--- src/rtl/flash_arb.sv ---
// Two-client round-robin arbiter in front of the SPI flash controller's START/FINISH handshake.
// Latency: GNT+START one cycle after accept; DONE/ERR one cycle after FINISH or watchdog expiry.
// Backpressure: REQn_I is held until GNTn_O; no accept while FL_BUSY_I is high or a command is in flight.
//
// Ports:
//   SYS_CLK_I, SYS_RST_I                  clock, synchronous active-high reset
//   REQn_I / REQn_CMD_I / REQn_ADDR_I /   client n request level and command fields
//   REQn_BYTE_NUM_I / REQn_PDATA_I
//   GNTn_O / DONEn_O / ERRn_O             per-client single-cycle status pulses
//   RD_DATA_O                             read data of the last finished command
//   FL_CMD_O/ADDR_O/BYTE_NUM_O/PDATA_O    registered command fields to the controller
//   FL_START_O                            single-cycle START to the controller
//   FL_PDATA_I / FL_BUSY_I / FL_FINISH_I  controller read data, busy and completion
module flash_arb #(
  parameter int unsigned C_MAX_BYTE_NUM    = 1,
  parameter logic [31:0] C_TIMEOUT_CLK_NUM = 32'd50000000,
  localparam int BW = $clog2(C_MAX_BYTE_NUM) + 1,
  localparam int DW = C_MAX_BYTE_NUM * 8
) (
  input  logic          SYS_CLK_I,
  input  logic          SYS_RST_I,
  input  logic          REQ0_I,
  input  logic [7:0]    REQ0_CMD_I,
  input  logic [23:0]   REQ0_ADDR_I,
  input  logic [BW-1:0] REQ0_BYTE_NUM_I,
  input  logic [DW-1:0] REQ0_PDATA_I,
  input  logic          REQ1_I,
  input  logic [7:0]    REQ1_CMD_I,
  input  logic [23:0]   REQ1_ADDR_I,
  input  logic [BW-1:0] REQ1_BYTE_NUM_I,
  input  logic [DW-1:0] REQ1_PDATA_I,
  output logic          GNT0_O,
  output logic          GNT1_O,
  output logic          DONE0_O,
  output logic          DONE1_O,
  output logic          ERR0_O,
  output logic          ERR1_O,
  output logic [DW-1:0] RD_DATA_O,
  output logic [7:0]    FL_CMD_O,
  output logic [23:0]   FL_ADDR_O,
  output logic [BW-1:0] FL_BYTE_NUM_O,
  output logic [DW-1:0] FL_PDATA_O,
  output logic          FL_START_O,
  input  logic [DW-1:0] FL_PDATA_I,
  input  logic          FL_BUSY_I,
  input  logic          FL_FINISH_I
);

  typedef enum logic [1:0] {S_IDLE, S_WAIT, S_DONE} state_t;

  state_t      state;
  logic        pri;     // client that wins when both request
  logic        owner;   // client that owns the command in flight
  logic [31:0] wdog;
  logic        req_any;
  logic        win;

  assign req_any = REQ0_I | REQ1_I;
  // Single requester wins outright; a tie goes to the priority pointer.
  assign win     = (REQ0_I & REQ1_I) ? pri : REQ1_I;

  always_ff @(posedge SYS_CLK_I) begin
    if (SYS_RST_I) begin
      state         <= S_IDLE;
      pri           <= 1'b0;
      owner         <= 1'b0;
      wdog          <= '0;
      GNT0_O        <= 1'b0;
      GNT1_O        <= 1'b0;
      DONE0_O       <= 1'b0;
      DONE1_O       <= 1'b0;
      ERR0_O        <= 1'b0;
      ERR1_O        <= 1'b0;
      RD_DATA_O     <= '0;
      FL_CMD_O      <= '0;
      FL_ADDR_O     <= '0;
      FL_BYTE_NUM_O <= '0;
      FL_PDATA_O    <= '0;
      FL_START_O    <= 1'b0;
    end else begin
      // Status pulses and START are single-cycle by default.
      GNT0_O     <= 1'b0;
      GNT1_O     <= 1'b0;
      DONE0_O    <= 1'b0;
      DONE1_O    <= 1'b0;
      ERR0_O     <= 1'b0;
      ERR1_O     <= 1'b0;
      FL_START_O <= 1'b0;
      case (state)
        S_IDLE: begin
          // Busy also covers the controller's own power-up read and a
          // controller still stuck after a watchdog abort.
          if (!FL_BUSY_I && req_any) begin
            owner         <= win;
            wdog          <= '0;
            GNT0_O        <= ~win;
            GNT1_O        <= win;
            FL_START_O    <= 1'b1;
            FL_CMD_O      <= win ? REQ1_CMD_I      : REQ0_CMD_I;
            FL_ADDR_O     <= win ? REQ1_ADDR_I     : REQ0_ADDR_I;
            FL_BYTE_NUM_O <= win ? REQ1_BYTE_NUM_I : REQ0_BYTE_NUM_I;
            FL_PDATA_O    <= win ? REQ1_PDATA_I    : REQ0_PDATA_I;
            state         <= S_WAIT;
          end
        end
        S_WAIT: begin
          // FINISH takes precedence over a watchdog expiry in the same cycle.
          if (FL_FINISH_I) begin
            RD_DATA_O <= FL_PDATA_I;
            DONE0_O   <= ~owner;
            DONE1_O   <= owner;
            pri       <= ~owner;
            state     <= S_DONE;
          end else if (wdog == C_TIMEOUT_CLK_NUM - 32'd1) begin
            ERR0_O <= ~owner;
            ERR1_O <= owner;
            pri    <= ~owner;
            state  <= S_DONE;
          end else begin
            // Leaves the state before reaching the limit, so it never wraps.
            wdog <= wdog + 32'd1;
          end
        end
        S_DONE: begin
          // Spacer cycle: keeps START low long enough for the controller's
          // edge detector to see a fresh rising edge on the next command.
          state <= S_IDLE;
        end
        default: state <= S_IDLE;
      endcase
    end
  end

endmodule

--- config.mk ---
export PLATFORM = sky130hd
export DESIGN_NAME = flash_arb
export DESIGN_NICKNAME = d
export VERILOG_FILES = /design/src/rtl/flash_arb.sv
export SDC_FILE = /design/constraint.sdc
export NUM_CORES = 1
export LEC_CHECK = 0
export ABC_CLOCK_PERIOD_IN_PS = 1950
export BUFFER_PORTS_ARGS = -buffer_cell sky130_fd_sc_hd__buf_2
export CAP_MARGIN = 30
export CORE_MARGIN = 8
export CORE_UTILIZATION = 40
export CTS_CLUSTER_DIAMETER = 120
export CTS_CLUSTER_SIZE = 28
export DETAILED_ROUTE_END_ITERATION = 16
export GPL_TIMING_DRIVEN = 0
export PLACE_DENSITY = 0.72
export SYNTH_ARGS = -nofsm -noshare
export SYNTH_HDL_FRONTEND = slang
export SYNTH_SLANG_ARGS = --single-unit
export TNS_END_PERCENT = 50
--- constraint.sdc ---
create_clock -name SYS_CLK_I -period 1.95 [get_ports SYS_CLK_I]
set_input_delay 0.39 -clock SYS_CLK_I [delete_from_list [all_inputs] [get_ports SYS_CLK_I]]
set_output_delay 0.39 -clock SYS_CLK_I [all_outputs]
set_load 0.03 [all_outputs]
==> flow_metrics.env <==
export IMPL_syn_avg_cell_area_um2=8.539
export IMPL_antenna_found_initial=0
export IMPL_timing_rr_end="pri"
export IMPL_max_vdd_ir_drop_uv=374.8
export IMPL_cts_root_buf="clkbuf_8"
export IMPL_cts_sinks=92
export IMPL_start_util_pct=41.11
export IMPL_crit_arrival_ns=2.38
export IMPL_viasPerCell=5.529
export IMPL_drive_gt1_share_pct=37.35
export IMPL_ant_nets=0
export IMPL_grt_pass1_wl_um=21980
export IMPL_ff2ff_setup_slack_ns=-0.13
export IMPL_wl_met3_um=1198
export IMPL_grt_ovfl_total=0
export IMPL_power_w=0.004146
export IMPL_diodes=0
export IMPL_cts_inserted_buffers=9
export IMPL_layout_common_cells="155 x buf_2, 74 x dfxtp_1, 64 x nor2_1"
export IMPL_setup_viol=28
export IMPL_timing_slew_headroom_pct=59.31
export IMPL_wirelength_um=14000
export IMPL_crit_reg2reg_launch="wdog[29]"
export IMPL_fin_ws_ns=-0.1276
export IMPL_stdcell_area_um2=5798
export IMPL_max_cap_violations=0
export IMPL_synth_top_family_by_area="simple AND/OR/NAND/NOR gates"
export IMPL_whs_endpoint="RD_DATA_O[5]"
export IMPL_layout_commonest_cell="buf_2"
export IMPL_synth_main_ff_cell="dfxtp_1"
export IMPL_yosys_warnings=0
export IMPL_finalCritPeriodShare_pct=106.5
export IMPL_layout_area_overhead_vs_synth_pct=36.62
export IMPL_place_congestion=0.8727
export IMPL_period_minus_slack_ns=2.078
export IMPL_synthArstFlopShare_pct=0
export IMPL_post_dp_cell_area_um2=5165
export IMPL_grt_max_degree=19
export IMPL_synth_edf_count=0
export IMPL_wl_met1_um=5731
export IMPL_netlist_area_um2=4244
export IMPL_synthMuxAreaShare_pct=9.670
export IMPL_die_x_um=119.0
export IMPL_numPortBuffers=150
export IMPL_synthSimpleGateAreaFrac_pct=22.32
export IMPL_vias=4512
export IMPL_rsz0062_at_grt="yes"
export IMPL_fin_cells=816
export IMPL_p_per_area_nw_per_um2=715.0
export IMPL_ys_types=48
export IMPL_path_max_fanout=6
export IMPL_skew_ns=0.01584
export IMPL_crit_type="register to register"
export IMPL_cts_tree="done"
export IMPL_postCtsHoldBufs=0
export IMPL_synth_compound_area_share_pct=19.66
export IMPL_synth_yosys_seq_area_share_pct=43.40
export IMPL_wl_met2_um=6922
export IMPL_die_h_um=119.0
export IMPL_fmaxAchievable_mhz=481.3
export IMPL_slew_viol_final=0
export IMPL_start_kind="register"
export IMPL_synthXorXnorAreaFrac_pct=0
export IMPL_final_util_pct=56.16
export IMPL_clk_pin_slew_ns=0.11
export IMPL_grt_use_total_pct=18.52
export IMPL_ys_ff_latch=92
export IMPL_synth_nets=594
export IMPL_ios=152
export IMPL_worst_pin_slew_ns=0.6104
export IMPL_reg2regPathDepth=8
export IMPL_dr_pass1_iters=5
export IMPL_min_path_cells=3
export IMPL_place_inst=783
export IMPL_place_detailed_hpwl_um=10150
export IMPL_synthAdderAreaFrac_pct=0.2948
export IMPL_top_layer_used="met4"
export IMPL_nets=772
export IMPL_wl_per_cell_um=17.15
export IMPL_grt_pass1_vias=4628
export IMPL_syn_inst=497
export IMPL_finalHoldViolCount=0
export IMPL_drc=0
export IMPL_hold_path_startpoint="FL_PDATA_I[5]"
export IMPL_hp_class="input pin to register"
export IMPL_placementRows=37
export IMPL_status="finished, violations left"
export IMPL_violations="setup timing"
export IMPL_die_area_um2=14160
export IMPL_htree_levels=3
export IMPL_worst_setup_path_end_kind="register"
export IMPL_core_area_um2=10320
export IMPL_clk_latency_ns=0.37
export IMPL_p_leak_nw=2.627
export IMPL_drt_iter0_drc=369
export IMPL_cts_buffer_depth=2
export IMPL_cp_required_ns=2.25
==> report_power, final <==
group | internal [W] | switching [W]
clock network | 0.000541 | 0.000764
logic | 0.000312 | 0.000515
registers | 0.00196 | 0.0000515
==> sequential cells by signal, summed over array words and instances (netlist names), 2 cells and up <==
signal,cells
FL_CMD_O,8
FL_PDATA_O,8
FL_ADDR_O,24
RD_DATA_O,8
wdog,32
state,2
==> cell families after synthesis <==
kind of cell | count (synthesis)
compound gates | 133
flops | 92
buf+inv | 43
mux | 41
fa+ha+maj | 1
simple gates | 187
==> area by class of cell <==
class                      count  area, um^2
buffer                        35       197.7
clock buffer                  10       137.6
clock inverter                 6       66.31
fill                         907        4526
inverter                       5       18.77
multi-input combinational    362        2369
sequential                    92        1879
tap                          136       170.2
timing repair buffer         170       959.7
==> synthesized netlist by cell type (3+ instances only) <==
master | count | share of area, %
a21oi_1 | 29 | 3.4
nor3_1 | 11 | 1.3
and3_1 | 6 | 0.88
inv_1 | 5 | 0.44
clkbuf_1 | 24 | 2.1
or3_1 | 6 | 0.88
dfxtp_1 | 92 | 43
o31ai_1 | 3 | 0.53
nand4_1 | 12 | 1.8
and4_1 | 5 | 1.0
nand2_1 | 42 | 3.7
nor2_1 | 65 | 5.7
buf_6 | 3 | 0.80
nor4_1 | 8 | 1.2
and2_1 | 6 | 0.88
mux2i_1 | 41 | 9.7
buf_2 | 8 | 0.94
o21ai_0 | 38 | 4.5
nand3_1 | 10 | 1.2
a31oi_1 | 9 | 1.3
a211oi_1 | 41 | 7.3
==> through the flow <==
stage / TNS [ns] / hold WS (ns) / worst slack [ns]
floorplan: 0 / 0.4351 / 0.09389
global placement: -16.03 / 0.4395 / -0.3423
detailed placement: -19.67 / 0.4491 / -0.4220
CTS: -0.1400 / 0.2492 / -0.06265
global route: -3.216 / 0.2527 / -0.1583
finish: -1.759 / 0.2587 / -0.1276
==> critical path, stage by stage (launching register included) <==
cell and delay [ns]:
dfxtp_4 0.38, nor4_4 0.25, nand4_1 0.25, nor4b_4 0.36, buf_4 0.18, buf_6 0.12
nor2_4 0.04, or3_4 0.32, a21oi_2 0.12
==> layer usage <==
metal  track usage [%]  vias to the layer above
met5                 0                        -
met4             4.506                        0
met3             6.708                       19
met2             32.14                      187
met1             21.17                     2134
li1                  -                     2172
==> timing repair <==
action                                  in CTS  in global routing
cloned                                       3                  0
setup buffers                               11                  6
gates resized for setup                     58                 33
endpoints found under the setup margin      74                 40
pin swaps                                   12                 13
==> how the worst max path moves through the flow <==
stage                         start          end  slack (ns)
after global routing       wdog[29]          pri       -0.16
after detailed placement  FL_BUSY_I  FL_CMD_O[5]       -0.42
after global placement    FL_BUSY_I  FL_CMD_O[4]       -0.34
after CTS                  wdog[11]          pri       -0.06
after floorplan             wdog[7]     wdog[25]        0.09
final                      wdog[29]          pri       -0.13
No activity file was read; power rests on OpenSTA's default activity.
